**src/rtl/msix_wr_if.sv**
```systemverilog
// Host write port of the MSI-X generator: one DW memory write per
// valid/ready handshake.
interface msix_wr_if #(
  parameter int ADDR_W = 64,
  parameter int DATA_W = 32
);
  logic              wr_valid;
  logic [ADDR_W-1:0] wr_addr;
  logic [DATA_W-1:0] wr_data;
  logic              wr_ready;

  modport master (output wr_valid, output wr_addr, output wr_data, input wr_ready);
  modport slave  (input wr_valid, input wr_addr, input wr_data, output wr_ready);
endinterface

```
**src/rtl/msix_wr_gen.sv**
```systemverilog
// MSI-X message generator: latches interrupt requests into a pending-bit array,
// applies vector/function masks and emits round-robin DW writes from the table.
module msix_wr_gen #(
  parameter  int NUM_VEC = 8,
  parameter  int ADDR_W  = 64,
  parameter  int DATA_W  = 32,
  localparam int IDX_W   = $clog2(NUM_VEC)
) (
  input  logic               clk,
  input  logic               rst,
  input  logic               tbl_we_i,
  input  logic [IDX_W-1:0]   tbl_idx_i,
  input  logic [ADDR_W-1:0]  tbl_addr_i,
  input  logic [DATA_W-1:0]  tbl_data_i,
  input  logic               tbl_mask_i,
  input  logic               func_mask_i,
  input  logic [NUM_VEC-1:0] intr_req_i,
  msix_wr_if.master          wr,
  output logic [NUM_VEC-1:0] pba_o,
  output logic               busy_o
);

  localparam logic [0:0] IDLE = 1'b0;
  localparam logic [0:0] SEND = 1'b1;

  logic [ADDR_W-1:0]  tblAddr_q [NUM_VEC];
  logic [DATA_W-1:0]  tblData_q [NUM_VEC];
  logic [NUM_VEC-1:0] vecMask_q;

  logic [0:0]         state_q,   state_d;
  logic [NUM_VEC-1:0] pba_q,     pba_d;
  logic [IDX_W-1:0]   rrPtr_q,   rrPtr_d;
  logic [IDX_W-1:0]   grant_q,   grant_d;
  logic               wrValid_q, wrValid_d;
  logic [ADDR_W-1:0]  wrAddr_q,  wrAddr_d;
  logic [DATA_W-1:0]  wrData_q,  wrData_d;

  logic [NUM_VEC-1:0] eligible;
  logic               grantFound;
  logic [IDX_W-1:0]   grantIdx;
  logic [IDX_W:0]     scanIdx;
  logic               handshake;
  logic [NUM_VEC-1:0] pbaClr;

  always_ff @(posedge clk) begin
    if (rst) begin
      for (int i = 0; i < NUM_VEC; i++) begin
        tblAddr_q[i] <= '0;
        tblData_q[i] <= '0;
      end
      vecMask_q <= '1;
    end else if (tbl_we_i) begin
      tblAddr_q[tbl_idx_i] <= tbl_addr_i;
      tblData_q[tbl_idx_i] <= tbl_data_i;
      vecMask_q[tbl_idx_i] <= tbl_mask_i;
    end
  end

  // Scan downwards so the eligible vector closest to the rr pointer wins last.
  always_comb begin
    eligible   = pba_q & ~vecMask_q & {NUM_VEC{~func_mask_i}};
    grantFound = 1'b0;
    grantIdx   = '0;
    scanIdx    = '0;
    for (int k = NUM_VEC - 1; k >= 0; k--) begin
      scanIdx = {1'b0, rrPtr_q} + (IDX_W + 1)'(k);
      if (scanIdx >= (IDX_W + 1)'(NUM_VEC)) begin
        scanIdx = scanIdx - (IDX_W + 1)'(NUM_VEC);
      end
      if (eligible[scanIdx[IDX_W-1:0]]) begin
        grantFound = 1'b1;
        grantIdx   = scanIdx[IDX_W-1:0];
      end
    end
  end

  // A request arriving in the handshake cycle re-sets the bit being cleared.
  always_comb begin
    handshake = (state_q == SEND) && wrValid_q && wr.wr_ready;
    pbaClr    = handshake ? (NUM_VEC'(1) << grant_q) : '0;
    pba_d     = (pba_q & ~pbaClr) | intr_req_i;

    state_d   = state_q;
    rrPtr_d   = rrPtr_q;
    grant_d   = grant_q;
    wrValid_d = wrValid_q;
    wrAddr_d  = wrAddr_q;
    wrData_d  = wrData_q;

    case (state_q)
      IDLE: begin
        if (grantFound) begin
          state_d   = SEND;
          grant_d   = grantIdx;
          wrValid_d = 1'b1;
          wrAddr_d  = tblAddr_q[grantIdx];
          wrData_d  = tblData_q[grantIdx];
          rrPtr_d   = (grantIdx == IDX_W'(NUM_VEC - 1)) ? '0 : grantIdx + IDX_W'(1);
        end
      end
      SEND: begin
        if (handshake) begin
          state_d   = IDLE;
          wrValid_d = 1'b0;
        end
      end
      default: state_d = IDLE;
    endcase
  end

  always_ff @(posedge clk) begin
    if (rst) begin
      state_q   <= IDLE;
      pba_q     <= '0;
      rrPtr_q   <= '0;
      grant_q   <= '0;
      wrValid_q <= 1'b0;
      wrAddr_q  <= '0;
      wrData_q  <= '0;
    end else begin
      state_q   <= state_d;
      pba_q     <= pba_d;
      rrPtr_q   <= rrPtr_d;
      grant_q   <= grant_d;
      wrValid_q <= wrValid_d;
      wrAddr_q  <= wrAddr_d;
      wrData_q  <= wrData_d;
    end
  end

  assign wr.wr_valid = wrValid_q;
  assign wr.wr_addr  = wrAddr_q;
  assign wr.wr_data  = wrData_q;
  assign pba_o       = pba_q;
  assign busy_o      = (state_q == SEND);

endmodule

```
**src/flat_wrapper.sv**
```systemverilog
// flat-port wrapper written by rule: the top's interface ports become plain ports
module msix_wr_gen_flat 
#(
  parameter  int NUM_VEC = 8,
  parameter  int ADDR_W  = 64,
  parameter  int DATA_W  = 32,
  localparam int IDX_W   = $clog2(NUM_VEC)
)
  (clk, rst, tbl_we_i, tbl_idx_i, tbl_addr_i, tbl_data_i, tbl_mask_i, func_mask_i, intr_req_i, pba_o, busy_o, wr_wr_valid, wr_wr_addr, wr_wr_data, wr_wr_ready);
  msix_wr_if #(.ADDR_W(ADDR_W), .DATA_W(DATA_W)) wr_i ();
  input  logic clk;
  input  logic rst;
  input  logic tbl_we_i;
  input  logic [IDX_W-1:0] tbl_idx_i;
  input  logic [ADDR_W-1:0] tbl_addr_i;
  input  logic [DATA_W-1:0] tbl_data_i;
  input  logic tbl_mask_i;
  input  logic func_mask_i;
  input  logic [NUM_VEC-1:0] intr_req_i;
  output logic [NUM_VEC-1:0] pba_o;
  output logic busy_o;
  output wire logic [$bits(wr_i.wr_valid)-1:0] wr_wr_valid;
  output wire logic [$bits(wr_i.wr_addr)-1:0] wr_wr_addr;
  output wire logic [$bits(wr_i.wr_data)-1:0] wr_wr_data;
  input wire logic [$bits(wr_i.wr_ready)-1:0] wr_wr_ready;
  assign wr_wr_valid = wr_i.wr_valid;
  assign wr_wr_addr = wr_i.wr_addr;
  assign wr_wr_data = wr_i.wr_data;
  assign wr_i.wr_ready = wr_wr_ready;
  msix_wr_gen #(.NUM_VEC(NUM_VEC), .ADDR_W(ADDR_W), .DATA_W(DATA_W)) u_core (.clk(clk), .rst(rst), .tbl_we_i(tbl_we_i), .tbl_idx_i(tbl_idx_i), .tbl_addr_i(tbl_addr_i), .tbl_data_i(tbl_data_i), .tbl_mask_i(tbl_mask_i), .func_mask_i(func_mask_i), .intr_req_i(intr_req_i), .wr(wr_i), .pba_o(pba_o), .busy_o(busy_o));
endmodule
```
**config.mk**
```make
export PLATFORM = sky130hd
export DESIGN_NAME = msix_wr_gen_flat
export DESIGN_NICKNAME = d
export VERILOG_FILES = /design/src/rtl/msix_wr_if.sv /design/src/rtl/msix_wr_gen.sv /design/src/flat_wrapper.sv
export SDC_FILE = /design/constraint.sdc
export NUM_CORES = 1
export LEC_CHECK = 0
export CAP_MARGIN = 20
export CORE_ASPECT_RATIO = 1.75
export CORE_MARGIN = 2
export CORE_UTILIZATION = 60
export CTS_BUF_LIST = sky130_fd_sc_hd__clkbuf_4 sky130_fd_sc_hd__clkbuf_8
export CTS_CLUSTER_SIZE = 14
export DETAILED_ROUTE_END_ITERATION = 10
export PLACE_DENSITY = 0.8
export SLEW_MARGIN = 20
export SYNTH_ARGS = -nofsm -noshare
export SYNTH_HDL_FRONTEND = slang
export SYNTH_SLANG_ARGS = --single-unit
```
**constraint.sdc**
```tcl
create_clock -name clk -period 8.7 [get_ports clk]
set_input_delay 1.305 -clock clk [delete_from_list [all_inputs] [get_ports clk]]
set_output_delay 1.305 -clock clk [all_outputs]
set_load 0.03 [all_outputs]
```
Word-level counts from Yosys, hierarchy flattened
Memory sizes are Yosys's and may differ from the RTL's. A register that Yosys moved wholly into a read port is not among the register bits.
Index checks and enable logic that the tools add are counted.
{"block": "classes", "addsub": 16, "shifts": 1, "bitwise": 8, "n_eq_ne": 3, "n_mul": 0, "magnitude_cmp": 18, "div_mod_pow": 0, "reduce_logical": 7, "mux": 62}
{"operator": "2-to-1 mux 64 bit", "n": 1}
{"operator": "OR reduction 64 bit", "n": 1}
{"operator": "2-to-1 mux 3 bit", "n": 19}
{"operator": "less-than comparator 3 x 4 -> 1 bit (second input constant)", "n": 9}
{"operator": "2-to-1 mux 32 bit", "n": 1}
{"operator": "OR reduction 32 bit", "n": 1}
{"operator": ">= comparator 4 bit (second input constant)", "n": 7}
{"operator": "2-to-1 mux 1 bit", "n": 28}
{"operator": "bitwise AND 8 bit", "n": 3}
{"operator": "binary-select mux 1 bit (select 3 bit)", "n": 8}
{"operator": "subtractor 3 x 1 -> 3 bit (second input constant)", "n": 8}
{"operator": "adder 3 x 3 -> 4 bit (second input constant)", "n": 4}
{"operator": "inverter 8 bit", "n": 2}
{"operator": "adder 3 x 2 -> 4 bit (second input constant)", "n": 2}
{"operator": "bitwise mux 8 bit", "n": 1}
{"operator": "2-to-1 mux 8 bit", "n": 1}
{"operator": "bitwise OR 8 bit", "n": 1}
{"operator": "left shift 1 x 3 -> 8 bit (first input constant)", "n": 1}
{"operator": "adder 3 x 1 -> 4 bit (second input constant)", "n": 1}
{"operator": ">= comparator 3 x 4 -> 1 bit (second input constant)", "n": 1}
{"operator": "one-hot mux 1 bit (2 select lines)", "n": 2}
{"operator": "AND reduction 2 bit", "n": 2}
{"operator": "adder 3 x 1 -> 3 bit (second input constant)", "n": 1}
{"operator": "demux 1 bit (select 3 bit)", "n": 1}
{"operator": "other kinds (6)", "n": 9}
{"block": "totals", "mem_bits_rw": 768, "reg_bits": 24, "memories": 2, "latchBits": 0, "romBits": 0}
{"memory": "u_core.tblAddr_q", "words": 8, "word_bits": 64, "rd": 1, "rd_clocked_by_memory_dff": 1, "wr": 8, "line": "msix_wr_gen.sv:26", "rtl": "logic [ADDR_W-1:0] tblAddr_q [NUM_VEC];"}
{"memory": "u_core.tblData_q", "words": 8, "word_bits": 32, "rd": 1, "rd_clocked_by_memory_dff": 1, "wr": 8, "line": "msix_wr_gen.sv:27", "rtl": "logic [DATA_W-1:0] tblData_q [NUM_VEC];"}

Depth between registers and ports, before layout
{"block": "depth", "depth_word": 15, "ltp_mapped": 20}

Worst setup path before layout
No wires, ideal clock.
{"block": "synth_timing", "kind": "in2reg", "from": "input tbl_idx_i[2]", "to": "register u_core.vecMask_q[3]", "t_arrival_ns": 6.585, "path_slack_ns": 2.040, "path_buffers": 0, "cell_stages": 3, "cell_sequence": "nand2b_1 > o21bai_1 > o32a_1"}
{"block": "synth_between", "elab_chain_len": 5, "word_cells_on_any_way": 6}
{"element": "start, declared", "line": "flat_wrapper.sv:14", "rtl": "input logic [IDX_W-1:0] tbl_idx_i;"}
{"element": "less-than comparator 3 x 4 -> 1 bit (implied by the code) or >= comparator 3 x 1 -> 1 bit (tied branches)", "line": "msix_wr_gen.sv:55", "rtl": "vecMask_q[tbl_idx_i] <= tbl_mask_i;"}
{"element": "logical AND 1 bit (implied by the code)", "line": "msix_wr_gen.sv:55"}
{"element": "2-to-1 mux 1 bit (implied by the code)", "line": "msix_wr_gen.sv:55"}
{"element": "demux 1 bit (select 3 bit) (*)"}
{"element": "bitwise mux 8 bit (*)", "line": "msix_wr_gen.sv:55"}
{"element": "end signal, assigned by index", "line": "msix_wr_gen.sv:55"}
{"element": "end, declared", "line": "msix_wr_gen.sv:28", "rtl": "logic [NUM_VEC-1:0] vecMask_q;"}
Every way passes the cells marked *; elsewhere a longest branch is shown, timed or not.
A chain may end at the register's enable or synchronous reset.

Worst setup path after layout
{"block": "layout_timing", "from": "input func_mask_i", "to": "register u_core.wrAddr_q[20] (netlist: u_core.wr.wr_addr[20]), read port of u_core.tblAddr_q"}
{"block": "layout_between", "elab_chain_len": 13, "word_cells_on_any_way": 35}
{"element": "start, declared", "line": "flat_wrapper.sv:18", "rtl": "input logic func_mask_i;"}
{"element": "inverter 1 bit (*)", "line": "msix_wr_gen.sv:61", "rtl": "eligible = pba_q & ~vecMask_q & {NUM_VEC{~func_mask_i}};"}
{"element": "bitwise AND 8 bit (*)", "line": "msix_wr_gen.sv:61"}
{"element": "binary-select mux 1 bit (select 3 bit)", "line": "msix_wr_gen.sv:70", "rtl": "if (eligible[scanIdx[IDX_W-1:0]]) begin"}
{"element": "2-to-1 mux 1 bit (implied by the code)", "line": "msix_wr_gen.sv:70"}
{"element": "2-to-1 mux 1 bit (8 in series)", "line": "msix_wr_gen.sv:70"}
{"element": "AND reduction 2 bit (no line)"}
{"element": "end, declared", "line": "msix_wr_gen.sv:35", "rtl": "logic [ADDR_W-1:0] wrAddr_q, wrAddr_d;"}
Every way passes the cells marked *; elsewhere a longest branch is shown, timed or not. The select of a mux whose other input is x is not followed.

==> results.json <==
{
  "syn_to_final_growth_pct": 12.5,
  "worst_pin_slew_ns": 1.21,
  "clk_latency_ns": 0.80,
  "grt_pass1_wl_um": 189000,
  "syn_avg_cell_area_sq_um": 11.9,
  "required_ns": 9.42,
  "grt_usage_pct": 34.7,
  "fmax_mhz": 165,
  "hold_violations": 0,
  "synth_top_area_share_pct": 56.1,
  "rsz0062_at_grt": "no",
  "critPathMaxFanout": 79,
  "htreeDepth": 3,
  "synth_edf_count": 768,
  "arrival_ns": 6.77,
  "cp_slowest_cell": "clkdlybuf4s50_1",
  "grt_antenna_before_repair": 11,
  "wl_per_cell_um": 27.6,
  "ios": 219,
  "dieWidth_um": 202,
  "postCtsSetupBuffers": 0,
  "ir_drop_uv": 240,
  "p_per_area_mw_per_mm2": 245,
  "post_route_cells_drive_above_1_share_pct": 11.1,
  "dr.pass1.iters": 5,
  "finalCriticalPeriod_ns": 6.05,
  "wl_um": 124000,
  "hold_ws_ns": 0.481,
  "dp.cells": 4271,
  "nets": 3615,
  "synthesis.area_sq_mm": 0.0411,
  "portBuffers": 218,
  "status": "completed",
  "tritoncts": "built",
  "syn-num-nets": 3582,
  "hold_path.class": "flip-flop to flip-flop",
  "grt_overflow": 0,
  "grt_max_degree": 218,
  "fin_ws_ns": 2.65,
  "crit_chain": "clkdlybuf4s50_1 > and4bb_1 > nor2_1 > mux4_2 > nand2_1 > a311oi_1 > or3_4 > buf_4 > buf_4 > nand3_1 > a21o_1 > nand4_1",
  "final_cell_count_no_fill": 4505,
  "relSlewSlack_pct": 19.5,
  "synth_cells": 3465,
  "end_kind": "flip-flop",
  "drc_errors": 0,
  "gp_congestion": 0.901,
  "fin_crit_sh_pct": 69.6,
  "drt_iter0_drc": 3883,
  "final-max-slew-violation-count": 0,
  "setup_violations": 0,
  "yosysSeqAreaShare_pct": 62.0,
  "yosys-top-cells-count": "768 x edfxtp_1, 577 x and3_1, 326 x clkbuf_1, 288 x o21ai_0, 266 x nand3_1",
  "synth.distinct_cells": 66,
  "pre_cts_ws_ns": 1.97,
  "core_area_sq_mm": 0.0676,
  "synth_seq_cells": 888,
  "power.leakage_uw": 0.0179,
  "yosys_warnings": 0,
  "cts_resized": 0,
  "dieArea_sq_mm": 0.0707,
  "clockBufferDepth": 3,
  "rows": 126,
  "critPathMaxStageDelay_ns": 0.95,
  "tns_ns": 0,
  "dpl.hpwl_um": 63600,
  "fin_skew_ns": 0.0516,
  "synth_flop_cell": "edfxtp_1",
  "cap_violations": 0,
  "netlist_top_cells_area": "edfxtp_1 56%, and3_1 8.8%, dfxtp_1 5.8%, o21ai_0 3.5%, o211ai_1 3.4%",
  "min_path_cells": 2,
  "die_y_um": 350,
  "vias": 31500,
  "antenna_left": 0,
  "clock-sinks": 888,
  "grt_pass1_vias": 32000,
  "critPathKind": "input pin to flip-flop",
  "cts_hold_buf": 0,
  "startpoint_type": "input pin",
  "async_reset_ff_share_pct": 0,
  "cts_inserted_buffers": 119,
  "root_buffer": "clkbuf_8",
  "viasPerCell": 6.99,
  "clkTransAtPathRegs_ns": 0.07,
  "synth_area_leader_cell": "edfxtp_1",
  "yosysMostFrequentCell": "edfxtp_1",
  "start_util_pct": 60.7,
  "ff2ff_path_depth": 13,
  "r2r_slack_ns": 2.88,
  "cp_common_cell": "buf_4"
}
[routing by layer]
| layer | share of wire [%] | track usage (%) |
|---|---|---|
| met1 | 36 | 43.1 |
| met2 | 50 | 58.3 |
| met3 | 11 | 7.13 |
| met4 | 3.9 | 16.8 |
| met5 | 0.055 | 0 |
[stage by stage]
stage,power (uW),util (%),instance area [sq um]
2_1_floorplan,6950,-,41100
3_3_place_gp,7960,64.5,43600
3_5_place_dp,8050,64.5,43700
4_1_cts,11300,68.3,46200
5_1_grt,11700,68.4,46200
6_report,11300,68.4,46200
[worst max-delay path, delay by kind of cell]
family | cells | cell delay, ns
AOI/OAI and AO/OA | 2 | 0.75
muxes | 1 | 0.39
and+or+nand+nor | 6 | 1.70
buffers and inverters | 3 | 2.56
[cells in the final DEF, fill, tap and decap left out, types with 6 or more instances in the layout]
cell / synthesis / final
clkdlybuf4s50_1: 0 / 218
a31oi_1: 6 / 6
dfxtp_1: 120 / 120
and2_1: 193 / 193
o22ai_1: 6 / 6
nand3_1: 266 / 266
diode_2: 0 / 6
clkinv_1: 1 / 26
buf_4: 4 / 43
nand2b_1: 16 / 16
a21o_1: 179 / 176
a32oi_1: 9 / 9
o32a_1: 14 / 14
nand4_1: 88 / 88
clkinv_2: 0 / 20
mux4_2: 6 / 6
edfxtp_1: 768 / 768
nand2_1: 107 / 106
nor2_4: 1 / 7
inv_1: 13 / 13
bufinv_16: 0 / 6
a21oi_1: 20 / 20
mux2_2: 98 / 98
and3_1: 577 / 577
clkbuf_8: 0 / 130
clkbuf_4: 0 / 39
o211ai_1: 188 / 188
buf_12: 0 / 8
o21ai_0: 288 / 288
mux2i_1: 29 / 29
nor2_1: 31 / 25
[report_power, final]
group | leakage, uW | internal, uW | total, uW | switching, uW
Clock | 0.00134 | 1730 | 3330 | 1600
Sequential | 0.00840 | 5030 | 5250 | 218
Combinational | 0.00818 | 833 | 2770 | 1930
[worst paths after layout]
| check | to | startpoint |
|---|---|---|
| max | u_core.wr.wr_addr[20] | func_mask_i |
| min | u_core.wr.wr_data[12] | u_core.wr.wr_data[12] |
| max reg2reg | u_core.wr.wr_addr[20] | u_core.rrPtr_q[1] |
| min reg2reg | u_core.wr.wr_data[12] | u_core.wr.wr_data[12] |
[final cells by class]
class / instances / area (sq um)
Tap cell: 896 / 1120
Multi-Input combinational cell: 2201 / 14300
Clock inverter: 57 / 438
Clock buffer: 169 / 2080
Fill cell: 4691 / 21400
Timing Repair Buffer: 272 / 2720
Inverter: 16 / 65.1
Antenna cell: 6 / 15.0
Sequential cell: 888 / 25500
[kinds of logic after synthesis]
family | after synthesis | share of synthesized area (%)
simple gates | 1316 | 18.6
flops | 888 | 62.0
compound gates | 744 | 11.9
buf+inv | 376 | 3.63
mux | 133 | 3.72
xor+xnor | 4 | 0.0853
fa+ha+maj | 4 | 0.122
[registers in the layout, indices dropped and copies added (netlist names)]
| register | flops |
|---|---|
| u_core.vecMask_q | 8 |
| u_core.rrPtr_q | 3 |
| u_core.busy_o | 1 |
| u_core.wr.wr_data | 32 |
| u_core.grant_q | 3 |
| u_core.tblAddr_q | 512 |
| u_core.wr.wr_addr | 64 |
| u_core.pba_o | 8 |
| u_core.wr.wr_valid | 1 |
| u_core.tblData_q | 256 |
(Power assumes the default switching activity.)
